`src/rtl/rr_arbiter8_pkg.sv`:
```
// rr_arbiter8_pkg: shared constants, FSM state type and the circular winner search
// used by the eight-way round-robin arbiter.
package rr_arbiter8_pkg;

   localparam int unsigned NUM_REQ = 8;
   localparam int unsigned IDX_W   = 3;

   typedef enum logic [0:0] {
      IDLE,
      GRANT
   } state_t;

   // First set bit of vec, scanning upward from start and wrapping 7 -> 0.
   // Scanning from the far end lets the nearest hit overwrite later ones, so no found flag is needed.
   // Returns 0 when vec is empty; callers only use the result when vec != 0.
   function automatic logic [IDX_W-1:0] rr_pick(input logic [NUM_REQ-1:0] vec,
                                                input logic [IDX_W-1:0]   start);
      logic [IDX_W-1:0] pick;
      logic [IDX_W-1:0] idx;
      pick = '0;
      for (int i = NUM_REQ - 1; i >= 0; i--) begin
         idx = start + IDX_W'(i);
         if (vec[idx]) pick = idx;
      end
      return pick;
   endfunction

endpackage

```
`src/rtl/decoder3to8.sv`:
```
// decoder3to8: binary-to-one-hot decoder.
// Ports:
//   sel  input  [2:0]  binary index
//   dec  output [7:0]  one-hot vector with bit sel set
module decoder3to8 (
   input  logic [2:0] sel,
   output logic [7:0] dec
);

   always_comb begin
      dec = 8'h01 << sel;
   end

endmodule

```
`src/rtl/rr_arbiter8.sv`:
```
// rr_arbiter8: eight-way round-robin arbiter with an optional hold limit.
// A grant is held while its owner keeps requesting; after MAX_HOLD consecutive cycles the grant
// is forced onward if anyone else is waiting (MAX_HOLD = 0 disables this).
// Parameters:
//   MAX_HOLD  cycles before forced rotation (0 = never preempt); must be < 2**CNT_W
//   CNT_W     hold counter width
// Ports:
//   clk         input         rising-edge clock
//   reset       input         asynchronous active-high reset
//   req         input  [7:0]  request vector, level-held until done
//   gnt_onehot  output [7:0]  one-hot grant, all zero when no grant
//   gnt_idx     output [2:0]  current owner, meaningful only with gnt_valid
//   gnt_valid   output        a grant is active
//   gnt_new     output        single-cycle pulse on the first cycle of every new grant
module rr_arbiter8
   import rr_arbiter8_pkg::*;
#(
   parameter int unsigned MAX_HOLD = 16,
   parameter int unsigned CNT_W    = 8
) (
   input  logic               clk,
   input  logic               reset,
   input  logic [NUM_REQ-1:0] req,
   output logic [NUM_REQ-1:0] gnt_onehot,
   output logic [IDX_W-1:0]   gnt_idx,
   output logic               gnt_valid,
   output logic               gnt_new
);

   localparam bit               PREEMPT_EN = (MAX_HOLD != 0);
   localparam logic [CNT_W-1:0] HOLD_LAST  = CNT_W'(MAX_HOLD - 1);

   state_t             state_q, state_d;
   logic [IDX_W-1:0]   gnt_idx_q, gnt_idx_d;
   logic               gnt_valid_q, gnt_valid_d;
   logic               gnt_new_q, gnt_new_d;
   logic [IDX_W-1:0]   ptr_q, ptr_d;
   logic [CNT_W-1:0]   hold_cnt_q, hold_cnt_d;

   logic [NUM_REQ-1:0] owner_mask;
   logic [NUM_REQ-1:0] others;
   logic [NUM_REQ-1:0] dec_out;
   logic               take;
   logic [IDX_W-1:0]   win;

   // State register.
   always_ff @(posedge clk or posedge reset) begin
      if (reset) begin
         state_q     <= IDLE;
         gnt_idx_q   <= '0;
         gnt_valid_q <= 1'b0;
         gnt_new_q   <= 1'b0;
         ptr_q       <= '0;
         hold_cnt_q  <= '0;
      end else begin
         state_q     <= state_d;
         gnt_idx_q   <= gnt_idx_d;
         gnt_valid_q <= gnt_valid_d;
         gnt_new_q   <= gnt_new_d;
         ptr_q       <= ptr_d;
         hold_cnt_q  <= hold_cnt_d;
      end
   end

   // Next-state logic.
   always_comb begin
      // The owner's own request never counts as competition.
      owner_mask  = {{(NUM_REQ-1){1'b0}}, 1'b1} << gnt_idx_q;
      others      = req & ~owner_mask;

      state_d     = state_q;
      gnt_idx_d   = gnt_idx_q;
      gnt_valid_d = gnt_valid_q;
      gnt_new_d   = 1'b0;
      ptr_d       = ptr_q;
      hold_cnt_d  = hold_cnt_q;
      take        = 1'b0;
      win         = rr_pick(others, gnt_idx_q + IDX_W'(1));

      unique case (state_q)
         IDLE: begin
            if (|req) begin
               take = 1'b1;
               win  = rr_pick(req, ptr_q);
            end
         end
         GRANT: begin
            if (!req[gnt_idx_q]) begin
               if (|others) begin
                  take = 1'b1;
               end else begin
                  gnt_valid_d = 1'b0;
                  hold_cnt_d  = '0;
                  state_d     = IDLE;
               end
            end else if (PREEMPT_EN && (hold_cnt_q == HOLD_LAST) && (|others)) begin
               take = 1'b1;
            end else if (PREEMPT_EN && (hold_cnt_q != HOLD_LAST)) begin
               hold_cnt_d = hold_cnt_q + CNT_W'(1);
            end
         end
      endcase

      // Every grant, fresh or handed over, restarts the hold count and moves the pointer past it.
      if (take) begin
         state_d     = GRANT;
         gnt_idx_d   = win;
         gnt_valid_d = 1'b1;
         gnt_new_d   = 1'b1;
         ptr_d       = win + IDX_W'(1);
         hold_cnt_d  = '0;
      end
   end

   decoder3to8 u_dec (
      .sel (gnt_idx_q),
      .dec (dec_out)
   );

   // Outputs come only from registers, so req changes cannot glitch them.
   always_comb begin
      gnt_onehot = dec_out & {NUM_REQ{gnt_valid_q}};
      gnt_idx    = gnt_idx_q;
      gnt_valid  = gnt_valid_q;
      gnt_new    = gnt_new_q;
   end

endmodule
```
`config.mk`:
```
export PLATFORM = sky130hd
export DESIGN_NAME = rr_arbiter8
export DESIGN_NICKNAME = d
export VERILOG_FILES = /design/src/rtl/rr_arbiter8_pkg.sv /design/src/rtl/decoder3to8.sv /design/src/rtl/rr_arbiter8.sv
export SDC_FILE = /design/constraint.sdc
export NUM_CORES = 1
export LEC_CHECK = 0
export CAP_MARGIN = 20
export CORE_ASPECT_RATIO = 0.8
export CORE_UTILIZATION = 65
export CTS_CLUSTER_SIZE = 10
export DETAILED_ROUTE_END_ITERATION = 12
export PLACE_DENSITY = 0.88
export SLEW_MARGIN = 0
export SYNTH_ARGS = -nofsm -noshare
export SYNTH_HDL_FRONTEND = slang
export SYNTH_SLANG_ARGS = --single-unit
```
`constraint.sdc`:
```
create_clock -name clk -period 5.4 [get_ports clk]
set_input_delay 1.08 -clock clk [delete_from_list [all_inputs] [get_ports clk]]
set_output_delay 1.08 -clock clk [all_outputs]
set_load 0.1 [all_outputs]
```
Word level (Yosys, flattened, before mapping)
Cells that the tools add are included.
- flip-flop bits (word level): 17
- latch bits: 0
- RAM bits: 0
- memory bits (read-only): 0
- input bits: 10
- logic and storage cells: 129
- memories: 0
- $add $sub $neg: 17
- multipliers: 0
- divide/modulo/power cells: 0
- magnitude comparators: 17
- eq/ne operators: 7
- shift-type cells: 1
- mux-type cells: 71
- bitwise gates (word level): 4
- reduce and logical (&&, ||, !) cells: 6
- operators with widths (cell ; count):
    3-bit by 4-bit less-than comparator with 1-bit output (second input constant) ; 17
    3-bit two-way mux ; 18
    1-bit binary-select mux with 3-bit select ; 17
    8-bit two-way mux ; 6
    1-bit two-way mux ; 29
    3-bit adder (second input constant) ; 8
    8-bit AND ; 2
    8-bit OR reduction ; 2
    3-bit by 1-bit adder with 3-bit output (second input constant) ; 4
    3-bit by 2-bit adder with 3-bit output (second input constant) ; 4
    8-bit by 1-bit adder with 8-bit output (second input constant) ; 1
    8-bit by 4-bit equality test with 1-bit output (second input constant) ; 1
    8-bit by 4-bit != test with 1-bit output (second input constant) ; 1
    8-bit NOT ; 1
    1-bit by 3-bit left shift with 8-bit output (first input constant) ; 1
    3-bit != test (second input constant) ; 2
    2-bit != test (second input constant) ; 2
    4-bit AND reduction ; 1
    3-bit by 2-bit != test with 1-bit output (second input constant) ; 1
    3-bit AND reduction ; 1
    1-bit one-hot mux with 2 select lines ; 1
    2-bit nonzero test ; 1
    1-bit logical AND ; 1
    1-bit NOT ; 1

Depth between registers and ports, before layout
Gate-level depths: netlist of run 1.
- depth in word-level cells: 16
- depth in mapped cells: 17

Cells and area by module
Synthesis of run 1 repeated with hierarchy kept, for this count alone.
- cell total of the unflattened synthesis: 351
- area total of the unflattened synthesis: 3014.1 um2
- by module, submodules not included (module ; instances ; cells an instance ; area an instance (um2) ; seq. area each (um2)):
    rr_arbiter8 ; 1 ; 343 ; 2949.1 ; 425.4
    decoder3to8 ; 1 ; 8 ; 65.1 ; 0.0

Worst setup path before layout of run 1
Ideal clock, no wire load.
- kind: reg-to-reg
- start: register gnt_idx_q[2] (netlist: gnt_idx[2])
- end: register ptr_q[2]
- arrival: 4207 ps
- required time: 5273 ps
- slack: 1065 ps
- cell stages (with the launch flop): 15
- path buffers: 2
- clock period less this slack: 4335 ps
- cells stage by stage: dfrtp_1 > buf_4 > inv_1 > ha_1 > clkbuf_1 > xor2_1 > mux4_2 > a2111oi_2 > o21bai_1 > a32o_2 > a21o_1 > ha_1 > nor2_1 > a21oi_1 > mux2_1
- longest elaborated chain between the ends: 16
- ends and longest elaborated chain (element ; line ; RTL):
    start: declaration ; rr_arbiter8.sv:34 ; logic [IDX_W-1:0] gnt_idx_q, gnt_idx_d;
    start signal: assignment ; rr_arbiter8.sv:57 ; gnt_idx_q <= gnt_idx_d;
    branches (longest 12 deep; another with 3-bit by 1-bit adder with 3-bit output) ; - ;
    3-bit two-way mux * ; rr_arbiter8_pkg.sv:23 ; if (vec[idx]) pick = idx;
    3-bit two-way mux ; rr_arbiter8.sv:82 ; if (|req) begin
    3-bit two-way mux * ; rr_arbiter8.sv:80 ; unique case (state_q)
    named net win[0] ; rr_arbiter8.sv:44 ; logic [IDX_W-1:0] win;
    3-bit by 1-bit adder with 3-bit output * ; rr_arbiter8.sv:110 ; ptr_d = win + IDX_W'(1);
    end signal: assignment ; rr_arbiter8.sv:60 ; ptr_q <= ptr_d;
    end: declaration ; rr_arbiter8.sv:37 ; logic [IDX_W-1:0] ptr_q, ptr_d;
Mark *: on every way through the listed nets, which the timed path passes. The select of a mux whose other input is x is not followed.
A chain may end at the register's enable or synchronous reset.

Final worst setup path of run 1
- start: input req[4]
- end: register ptr_q[2]
- longest elaborated chain between the ends: 14
- ends and longest elaborated chain (element ; line ; RTL):
    start: declaration ; rr_arbiter8.sv:23 ; input logic [NUM_REQ-1:0] req,
    8-bit AND ; rr_arbiter8.sv:69 ; others = req & ~owner_mask;
    1-bit binary-select mux with 3-bit select ; rr_arbiter8_pkg.sv:23 ;
    1-bit two-way mux (not written as such) ; rr_arbiter8_pkg.sv:23 ;
    3-bit two-way mux (8 in a row) ; rr_arbiter8_pkg.sv:23 ;
    3-bit two-way mux ; rr_arbiter8.sv:82 ;
    3-bit two-way mux * ; rr_arbiter8.sv:80 ;
    named net win[0] ; rr_arbiter8.sv:44 ;
    3-bit by 1-bit adder with 3-bit output * ; rr_arbiter8.sv:110 ;
The timed path passes the listed nets; every way through them passes the cells marked *. The select of a mux whose other input is x is not followed.

==> key figures, run 1 <==
Clocking
  – Hold buffer count at cts: 0
  – Clock Sinks: 17
  – Count of buffers added by post-CTS timing repair for setup: 0
  – CTS root buffer: clkbuf_8
  – CTS tree: done
  – Post_cts resized: 0
  – Clock insertion delay at the later pin of the skew report: 0.26 ns
  – Number of levels in the clock H-tree: 1
  – Clock buffer depth: 2
  – TritonCTS Buffers: 3
  – Clock transition time at the flip-flop clock pins of the worst setup and hold paths: roughly 0.060 ns

Timing
  – Max-slew headroom at the worst pin: 34.7%
  – Setup violation total in the final timing report: 0
  – Min Tclk post-route: 4.34 ns
  – Setup repair after global routing missed its margin: false
  – Fmax: 0.231 GHz
  – Clock skew after layout: ~0.0044 ns
  – Setup_tns: 0 ns
  – Period utilisation layout: about four fifths
  – Worst-margin pin slew: slightly below 1 ns
  – Worst Hold Margin: approximately 0.53 ns
  – Total count of max-transition violations in the final report: 0
  – Number of failing hold endpoints at the final stage: 0

Worst setup path
  – Category of the worst setup path launch point: primary input
  – CP required: approximately 5.5 ns
  – Critical setup path kind: primary input to register
  – Data arrival time of the critical path: 4.48 ns
  – Crit path capture type: register
  – Max Fanout on Critical Path: 14

Yosys
  – Async set-or-reset flop fraction in the synthesized netlist: between 90% and 100%
  – Fraction of the yosys area taken by sequential cells: 15.1%
  – Mux contribution to synthesized area: 24.5%
  – Synthesized-area fraction occupied by adder cells: 5.31%
  – Synthesized netlist cell count: roughly 340
  – Dominant register cell in the synthesized netlist: dfrtp_1
  – Ys Warns: 0
  – Share of synthesized cell area in and, or, nand and nor gates: around a fifth
  – Xor and xnor fraction of the mapped netlist area: 4.30%
  – Post-synthesis compound-gate area fraction: 24.9%
  – Syn Std Cell Area: roughly 2800 um2
  – Combinational family with the most area after synthesis: compound AO/OA/AOI/OAI gates
  – Unique masters post-synth: 75
  – EDFF count, synth: 0
  – Flip-flop and latch count after synthesis: 17
  – Net count after synthesis: 359
  – Syn avg cell area: ~8.4 um2

GRT
  – Layer with the highest usage: met2
  – GR Layer Usage met2: 55.1%
  – Total routing usage reported by global routing: between 30% and 40%
  – Met1 track utilization from global routing: 50.7%
  – Number of global-route vias before repair: 2568
  – Pin count of the biggest net entering global routing: 25
  – Overflow after GRT: 0
  – Wire length of the first global-routing pass: 12300 um
  – Initial antenna violation count: 0
  – Met3 global-route usage: 9.97%

Finish
  – Fraction of layout cells with a size suffix above 1: between 10 and 15%
  – Antenna diodes: 0
  – Number of nets in the final layout: between 300 and 400
  – Total of fill cells in the finished design: 284
  – Most common cell after layout, fill and taps aside: nand2_1
  – Register area: 425 um2
  – Area of the multi-input gates: 2240 um2
  – Most frequent cells in the layout: nand2_1, nor2_1, mux2i_1, clkdlybuf4s50_1, a21oi_1
  – Area growth from synthesis to final layout: 9.61%

Die
  – Core Footprint: 4180 um2
  – Overall die width: 75.7 um
  – Number of core rows: 21
  – Initial core utilization: 67.6%
  – Die height: 61.0 um
  – Count of boundary I/O pins: 23
  – Full die area: 4620 um2

Drt
  – Routed via count: 2815
  – First drt pass iteration count: 8
  – Ratio of routed vias to standard cells: 6.97
  – Number of DRC markers after the initial detailed-route iteration: 417
  – Total wire length: 7690 um
  – Average wire per standard cell: 19.0 um
  – DRC violations left: 0
  – Antenna violation net count after detailed routing: 0

Placement
  – GP Congestion: approximately 1.1
  – Sum of net half-perimeters after detailed placement: 5760 um
  – Count of input and output buffers: 22

Job
  – # Max-Cap Violations: 0

Outcome
  – Status: finished, final reports clean

Worst hold path
  – Class of the tightest hold or removal check: register to register
==> kinds of logic (layout without fill, tap and decap cells) <==
family | Yosys count | count (layout)
AO/OA/AOI/OAI | 97 | 97
XOR/XNOR | 13 | 13
adder cells (fa/ha/maj) | 12 | 12
buffers and inverters | 37 | 47
flip-flops | 17 | 17
multiplexers | 45 | 45
AND/OR/NAND/NOR | 116 | 116
==> through the flow <==
| step | area [um2] | std cells | util, % | setup WS [ns] |
|---|---|---|---|---|
| 6_report | 3100 | 404 | 74.1 | 1.06 |
| 5_1_grt | 3100 | 404 | 74.1 | 0.893 |
| 4_1_cts | 3100 | 404 | 74.1 | 1.11 |
| 3_5_place_dp | 3050 | 400 | 73.0 | 0.854 |
| 3_3_place_gp | 3050 | 400 | 73.0 | 0.973 |
| 2_1_floorplan | 2830 | 337 | - | 1.07 |
==> synth_stat cells, types with 3 or more instances <==
library cell / number / area share [%]
o21ai_0: 15 / 2.7
ha_1: 12 / 5.3
mux2i_1: 22 / 7.8
o21ai_1: 5 / 0.89
xor2_1: 5 / 1.5
a21o_1: 3 / 0.80
nor4_1: 3 / 0.66
a221oi_1: 3 / 0.93
nand2b_1: 4 / 0.89
nor2_1: 33 / 4.4
nor3_1: 5 / 0.89
buf_2: 7 / 1.2
a21boi_0: 3 / 0.80
nand3_1: 10 / 1.8
clkbuf_1: 10 / 1.3
mux4_2: 15 / 12
inv_1: 14 / 1.9
nand2_1: 34 / 4.5
a21oi_1: 20 / 3.5
o211ai_1: 6 / 1.6
mux4_1: 3 / 2.8
a211oi_1: 4 / 1.1
dfrtp_1: 17 / 15
mux2_2: 4 / 1.6
o22ai_1: 4 / 0.89
nor2b_1: 4 / 0.89
o221ai_1: 5 / 1.5
xnor2_1: 7 / 2.2
and3_2: 3 / 0.80
==> flip-flops by register name, indices dropped and copies added (netlist names) <==
signal and count:
ptr_q 3, hold_cnt_q 8, gnt_new 1, gnt_idx 3, gnt_valid 1, state_q 1
==> critical path, stage by stage <==
cell and delay (ns):
clkdlybuf4s50_1 0.64, a21boi_0 0.28, o2bb2ai_2 0.28, mux4_2 0.57, a2111oi_2 0.35, o21bai_1 0.11, a32o_2 0.30, a21o_1 0.19
ha_1 0.19, nor2_1 0.11, a21oi_1 0.07, mux2_1 0.31
==> path summary, 6_finish.rpt <==
kind | from | endpoint | slack, ns | depth (start not counted)
worst max-delay path | req[4] | ptr_q[2]$_DFFE_PP0P_ | 1.06 | 12
worst min-delay path | hold_cnt_q[7]$_DFFE_PP0P_ | hold_cnt_q[7]$_DFFE_PP0P_ | 0.53 | 2
worst max register to register | ptr_q[1]$_DFFE_PP0P_ | ptr_q[2]$_DFFE_PP0P_ | 1.14 | 13
worst min register to register | hold_cnt_q[7]$_DFFE_PP0P_ | hold_cnt_q[7]$_DFFE_PP0P_ | 0.53 | 2
max in group asynchronous | reset | hold_cnt_q[0]$_DFFE_PP0P_ | 3.80 | 2
min in group asynchronous | reset | ptr_q[0]$_DFFE_PP0P_ | 1.20 | 2
==> area by class of cell <==
| type | count | area share (%) |
|---|---|---|
| Multi-Input combinational cell | 283 | 72.4 |
| Sequential cell | 17 | 13.7 |
| Timing Repair Buffer | 26 | 8.08 |
| Tap cell | 57 | 2.30 |
| Inverter | 17 | 2.06 |
| Clock buffer | 4 | 1.45 |
==> routing by layer <==
| layer | vias to the layer above | share of wire, % |
|---|---|---|
| li1 | 1295 | - |
| met3 | 14 | 11 |
| met5 | - | 0 |
| met1 | 1320 | 44 |
| met4 | 0 | 1.1 |
| met2 | 186 | 44 |
Power of run 1 is not shown: default switching activity piles up to over one toggle a cycle in this logic, so the estimate is an artifact.
==> run 2: changes to the inputs <==
Settings changed: CORE_UTILIZATION 65 to 54, PLACE_DENSITY 0.88 to 0.78.
Clock period 5.4 ns to 3.8 ns, I/O delays scaled along.
==> run 2 against run 1 <==
  * Critical path depth is the same
  * Wire length rose by 6.9%
  * Worst setup slack worse by 0.87 ns
  * Critical path type unchanged
  * Die area increased by 20%
==> key figures, run 2 (synthesis gave the netlist of run 1 again) <==
Worst setup path
  – Sum of buffers and inverters on the critical path: 1 (unchanged)
  – Crit path max-delay family: compound AO/OA/AOI/OAI gates
  – CP peak stage delay: 0.50 ns (-0.14 ns)
  – Depth of the worst register-to-register path: 12 (-1)
  – R2R Path End: ptr_q[2]$_DFFE_PP0P_
  – Crit path capture type: register
  – Crit-path slowest cell: mux4_2
  – Startpoint of the worst-slack reg-to-reg timing path: gnt_idx[0]$_DFFE_PP0P_
  – R2R setup slack: 0.28 ns (-0.86 ns)
  – Category of the worst setup path launch point: primary input
  – Data arrival time of the critical path: 3.73 ns (-0.75 ns)
  – Critical setup path kind: primary input to register
  – Max Fanout on Critical Path: 5 (-9)
  – Critical path, cell by cell: clkdlybuf4s50_1 -> a21boi_0 -> o2bb2ai_2 -> mux4_2 -> a2111oi_2 -> o21bai_1 -> a32o_2 -> a21o_1 -> ha_1 -> nor2_1 -> a21oi_1 -> mux2_1
  – CP required: 3.92 ns (-1.62 ns)

Timing
  – Setup violation total in the final timing report: 0 (unchanged)
  – Clock skew after layout: 0.00310 ns (-0.00135 ns)
  – Number of failing hold endpoints at the final stage: 0 (unchanged)
  – Setup_tns: 0 ns (unchanged)
  – Worst-margin pin slew: 0.973 ns (-0.00293 ns)
  – Period utilisation layout: about 95%
  – Fmax: 0.277 GHz
  – Setup repair after global routing missed its margin: false
  – Min Tclk post-route: 3.60 ns
  – Max-slew headroom at the worst pin: 34.9% (+0.20 points)
  – Total count of max-transition violations in the final report: 0 (unchanged)

Die
  – Core Footprint: 5010 um2 (+20%)
  – Number of core rows: 23 (+9.5%)
  – Count of boundary I/O pins: 23 (unchanged)
  – Initial core utilization: 56.4% (-11 points)
  – Full die area: 5530 um2 (+20%)
  – Die height: 66.7 um (+9.4%)
  – Overall die width: 82.9 um (+9.5%)

GRT
  – Pin count of the biggest net entering global routing: 21 (-16%)
  – Initial antenna violation count: 0 (unchanged)
  – Wire length of the first global-routing pass: 13600 um (+11%)
  – Number of global-route vias before repair: 2692 (+4.8%)
  – Total routing usage reported by global routing: 30.7% (-5.1 points)
  – Overflow after GRT: 0 (unchanged)

Clocking
  – Number of levels in the clock H-tree: 1 (unchanged)
  – Clock transition time at the flip-flop clock pins of the worst setup and hold paths: 0.06 ns (about the same)
  – Clock insertion delay at the later pin of the skew report: 0.24 ns (-0.02 ns)
  – Clock buffer depth: 2 (unchanged)
  – CTS root buffer: clkbuf_8
  – Hold buffer count at cts: 0 (unchanged)
  – CTS tree: done
  – TritonCTS Buffers: 3 (unchanged)
  – Clock Sinks: 17 (unchanged)

Finish
  – Final standard cell utilization of the core: 68.6% (-5.6 points)
  – Flip-flop count of the largest register after layout: 8 (unchanged)
  – Most common cell after layout, fill and taps aside: buf_4
  – Area growth from synthesis to final layout: 21.5%
  – Fraction of layout cells with a size suffix above 1: 26.4% (+13 points)
  – Antenna diodes: 0 (unchanged)
  – Register bank with the most flops: hold_cnt_q
  – Number of nets in the final layout: 409 (+11%)
  – Most frequent cells in the layout: buf_4, nand2_1, nor2_1

Worst hold path
  – Endpoint of the worst hold path: hold_cnt_q[7]$_DFFE_PP0P_
  – Class of the tightest hold or removal check: register to register
  – Worst hold start: hold_cnt_q[7]$_DFFE_PP0P_
  – Number of cells traversed by the worst hold path: 2 (unchanged)

Drt
  – DRC violations left: 0 (unchanged)
  – Ratio of routed vias to standard cells: 6.56 (-5.9%)
  – Antenna violation net count after detailed routing: 0 (unchanged)
  – First drt pass iteration count: 5 (-3)
  – Total wire length: 8220 um (+6.9%)
  – Routed via count: 2938 (+4.4%)
  – Number of DRC markers after the initial detailed-route iteration: 315 (-24%)
  – Average wire per standard cell: 18.3 um (-3.6%)

Placement
  – Sum of net half-perimeters after detailed placement: 6520 um (+13%)
  – GP Congestion: 0.943 (-15%)
  – Count of input and output buffers: 22 (unchanged)

Outcome
  – Status: finished, final reports clean

Job
  – # Max-Cap Violations: 0 (unchanged)
## run 2: cell count changes in the layout (fill, tap and decap cells not counted), sizes merged
cell | before | now
buf | 4 | 51
clkdlybuf4s50 | 22 | 13
dlymetal6s2s | 0 | 1
## run 2: worst reg2reg max path, stage by stage, from the launching register on
cell and delay [ns]:
dfrtp_4 0.51, ha_1 0.26, ha_4 0.34, xor2_4 0.19
mux4_2 0.54, a2111oi_2 0.34, o21bai_1 0.11, a32o_2 0.28
a21o_1 0.18, ha_1 0.19, nor2_1 0.11, a21oi_1 0.06
mux2_1 0.30
## run 2: cell type report
type / count / area, um2
inverters: 17 / 63.8
clock buffers: 4 / 45.0
fillers: 390 / 1570
flip-flops and latches: 17 / 437
well taps: 62 / 77.6
multi-input cells: 283 / 2280
repair buffers: 65 / 526
## run 2: stage by stage
stage	setup slack (ns)	cell area, um2	hold WS, ns	cells
after detailed placement	-0.0760	3350	0.513	444
after global placement	-0.00158	3350	0.508	444
after floorplan	0.0445	2850	0.487	337
final	0.196	3430	0.522	448
after CTS	0.144	3390	0.532	448
after global routing	0.0298	3430	0.562	448
## run 2: worst max-delay path by stage
stage	depth (start not counted)	end	startpoint	slack, ns
after floorplan	13	ptr_q[2]$_DFFE_PP0P_	gnt_idx[0]$_DFFE_PP0P_	0.04
after CTS	14	ptr_q[2]$_DFFE_PP0P_	gnt_idx[0]$_DFFE_PP0P_	0.14
final	12	ptr_q[2]$_DFFE_PP0P_	req[4]	0.20
after global placement	12	ptr_q[2]$_DFFE_PP0P_	req[7]	-0.002
after detailed placement	12	ptr_q[2]$_DFFE_PP0P_	req[7]	-0.08
after global routing	12	ptr_q[2]$_DFFE_PP0P_	req[2]	0.03
## run 2: what timing repair did
item | 4_1_cts | 5_1_grt
endpoints found under the setup margin | 0 | 1
resized for setup | 0 | 6
buffers inserted | 0 | 0
## run 2: routing by layer
metal  vias up  part of all wire (%)  GRT usage (%)
li1       1381                     -              -
met1      1375                    46           44.8
met2       178                    44           49.5
met3         4                    10           4.34
met4         0                  0.35           4.31
met5         -                     0              0
Power of run 2 is left out for the same reason.
==> RTL change 1: new RTL, config.mk and constraints of run 1 <==
`CNT_W`: 8 -> 10.
--- a/src/rtl/rr_arbiter8.sv
+++ b/src/rtl/rr_arbiter8.sv
@@ -16,7 +16,7 @@
    import rr_arbiter8_pkg::*;
 #(
    parameter int unsigned MAX_HOLD = 16,
-   parameter int unsigned CNT_W    = 8
+   parameter int unsigned CNT_W    = 10
 ) (
    input  logic               clk,
    input  logic               reset,
Function: same outputs for any inputs over 10 cycles, from zero or initial values and one cycle with reset high; that may be too few to reach the edited logic, so the function may still have changed.
==> RTL change 1 against run 1 <==
Count of clock-buffer cells in the layout is 1 lower; area after synthesis grew 9.8%; sequential share of layout area is 0.41 points higher; die area rose by 9.5%; worst setup slack got worse by 0.19 ns; sequential cell count is 2 higher; routed wire length increased by 9.6%; clock skew rose by 0.0013 ns; design area up 8.5%; largest cell class unchanged.
Power is not shown: default switching activity piles up to over one toggle a cycle in this logic, so the estimate is an artifact.
==> RTL change 1: results <==
[run_status]
status = completed

[yosys]
synth_commonest_cells = nand2_1, mux2i_1, nor2_1
synthMuxAreaShare = 0.199
synth_fa_ha_area_frac = 0.0484
synth_flop_cell = dfrtp_1
syn_nets = 411
ys_seq_area_frac = 0.153
synthTopCellsByArea = dfrtp_1, mux2i_1, mux4_2
synth_compound_area_frac = 0.294
synth_xor_area_frac = 0.0452
yosysWarnings = 0
yosys.cell_types.count = 72

[placement]
dp.final_hpwl_mm = 6.32
gp_congestion = 1.04
place_area_um2 = 3310
dp_worst_setup_slack_ns = 0.796

[clock_tree]
cts_setup_buffers = 0
cts_max_level = 1
clkTransAtPathRegs_ns = 0.07
cts_resized = 0
clkLatencyLatePin_ns = 0.27
cts-root-buf = clkbuf_8

[global_routing]
antenna_found_initial = 0
met3_usage = 0.0529
grt_max_degree = 26
grt_pass1_vias = 2840
grt_util_met1 = 0.526
grt_first_pass_wirelength_mm = 13.9
met2_usage = 0.517
grt_usage = 0.347

[cells_and_area]
num_antenna_cells = 0
regMostFlops = hold_cnt_q
layout-drive-gt1-share = 0.103
largest_register_ffs = 10
layout.nets = 421
nFillCells = 360

[routing]
routed_wl_mm = 8.42
dr.first_iter.drc_count = 488
vias = 3226
wl_met1_mm = 3.77
highest_layer = met4
wl_met2_mm = 3.64
drcViolationCount = 0
dr_wl_met3_um = 934
drt-pass1-iter-count = 5

[worst_hold_path]
min_path_type = flop to flop

[critical_path]
critical_path.max_stage_delay_ns = 0.68
critPathTopFamily = multiplexers
worstPathArrival_ns = 4.69
crit_fanout = 15
slowest_stage = dfrtp_1

[timing]
max_slew_margin = 0.351
finClkSkew_ns = 0.00573
-- RTL change 1: cell types whose count changed in the layout (fill, tap and decap cells not counted), sizes merged, moves of 6 or more --
cell	change
a21oi	+6
o21ai	+10
o211ai	+12
nor3	+6
mux2	+8
mux2i	+6
mux4	-10
-- RTL change 1: through the flow --
| step | util | hold WS (ns) | std cells |
|---|---|---|---|
| floorplan | - | 0.496 | 389 |
| global placement | 0.721 | 0.518 | 454 |
| detailed placement | 0.721 | 0.547 | 454 |
| CTS | 0.731 | 0.564 | 458 |
| global route | 0.731 | 0.566 | 458 |
| finish | 0.731 | 0.565 | 458 |
-- RTL change 1: path summary, 6_finish.rpt --
| kind | endpoint | startpoint | depth (start not counted) | slack (ns) |
|---|---|---|---|---|
| setup / recovery | ptr_q[2] | ptr_q[1] | 11 | 0.87 |
| hold / removal | hold_cnt_q[1] | hold_cnt_q[1] | 1 | 0.56 |
| setup reg to reg | ptr_q[2] | ptr_q[1] | 11 | 0.87 |
| hold reg to reg | hold_cnt_q[1] | hold_cnt_q[1] | 1 | 0.56 |
| max in group asynchronous | hold_cnt_q[0] | reset | 2 | 3.70 |
| min in group asynchronous | gnt_new | reset | 2 | 1.23 |
-- RTL change 1: layout make-up --
| cell class | instances | area (µm²) | area share |
|---|---|---|---|
| well taps | 60 | 75.1 | 0.0223 |
| flip-flops and latches | 19 | 475 | 0.141 |
| clock buffers | 3 | 41.3 | 0.0123 |
| clock inverters | 1 | 5.00 | 0.00149 |
| inverters | 16 | 60.1 | 0.0179 |
| multi-input cells | 331 | 2440 | 0.726 |
| repair buffers | 28 | 265 | 0.0789 |
==> RTL change 2: new RTL, flow settings as in run 1 <==
Without the edit above. Make the reset (`reset`) synchronous in one clocked block. Comments in the files are not updated.
--- a/src/rtl/rr_arbiter8.sv
+++ b/src/rtl/rr_arbiter8.sv
@@ -44,7 +44,7 @@
    logic [IDX_W-1:0]   win;
 
    // State register.
-   always_ff @(posedge clk or posedge reset) begin
+   always_ff @(posedge clk) begin
       if (reset) begin
          state_q     <= IDLE;
          gnt_idx_q   <= '0;
Check against the original RTL: differs if reset is asserted again (counterexample within 4 cycles, from zero or initial values and one cycle with reset high); with reset held inactive, the same outputs for 10 cycles.
==> RTL change 2 against run 1 <==
Design area down 2.8%; routed wire length down 7.1%; critical endpoint is now ptr_q[2]; sequential cell count stayed put; clock skew down 0.0033 ns; highest routed layer unchanged; critical path depth is the same; area after synthesis decreased by 1.8%; via count down 4.3%; worst setup slack worse by 0.12 ns; register-to-register slack worse by 0.15 ns.
Power is left out: the tool's default activity adds up to more than one toggle a clock period on the data nets, which glitch-free logic cannot reach.
==> RTL change 2: results <==
[cells_and_area]
inverters = 13
seq_cells = 17
seq_area_um2 = 340
nFillCells = 301
layout-drive-gt1-share = 0.130

[yosys]
synth_commonest_cells = nand2_1, nor2_1, mux4_2
synthCells = 332
ys_seq_area_frac = 0.123
synth_fa_ha_area_frac = 0.0541
synth_flop_cell = dfxtp_1
yosys.cell_types.count = 66
synthMuxAreaShare = 0.261

[routing]
dr.first_iter.drc_count = 251
vias = 2695
avgViaCountPerCell = 6.84

[critical_path]
crit_fanout = 10
rr_worst_depth = 11
worstPathArrival_ns = 4.62
critPathCapture = ptr_q[2]
critical_path.max_stage_delay_ns = 0.67

[global_routing]
antenna_found_initial = 1
grt_usage = 0.328

[placement]
dp_worst_setup_slack_ns = 0.767
dp.final_hpwl_mm = 5.21

[worst_hold_path]
holdPathEnd = hold_cnt_q[1]

[run_status]
status = completed

[die]
core.rowCount = 20
==> RTL change 2: cell count changes in the layout (fill, tap and decap cells not counted), moves of 4 or more <==
cell     before  now
a22oi_1       0    4
and2_1        2    8
dfrtp_1      17    0
dfxtp_1       0   17
mux2_2        4    8
mux2i_1      22   15
mux4_2       15   21
nand2_1      34   27
nand3_1      10    6
nor2_1       33   25
nor2b_1       4    9
nor3_1        5    9
o21ai_0      15   11
==> RTL change 2: logic make-up after synthesis <==
family,count (synthesis)
and+or+nand+nor,111
adders and majority gates,12
DFF,17
buffers and inverters,37
AOI/OAI and AO/OA,96
muxes,45
xor gates and xnor gates,14
==> RTL change 2: routing by layer <==
| layer | global-route usage | routed length [µm] | vias up |
|---|---|---|---|
| li1 | - | - | 1276 |
| met1 | 0.476 | 3200 | 1264 |
| met2 | 0.505 | 3250 | 138 |
| met3 | 0.0266 | 525 | 17 |
| met4 | 0.140 | 167 | 0 |
| met5 | 0 | 0 | - |
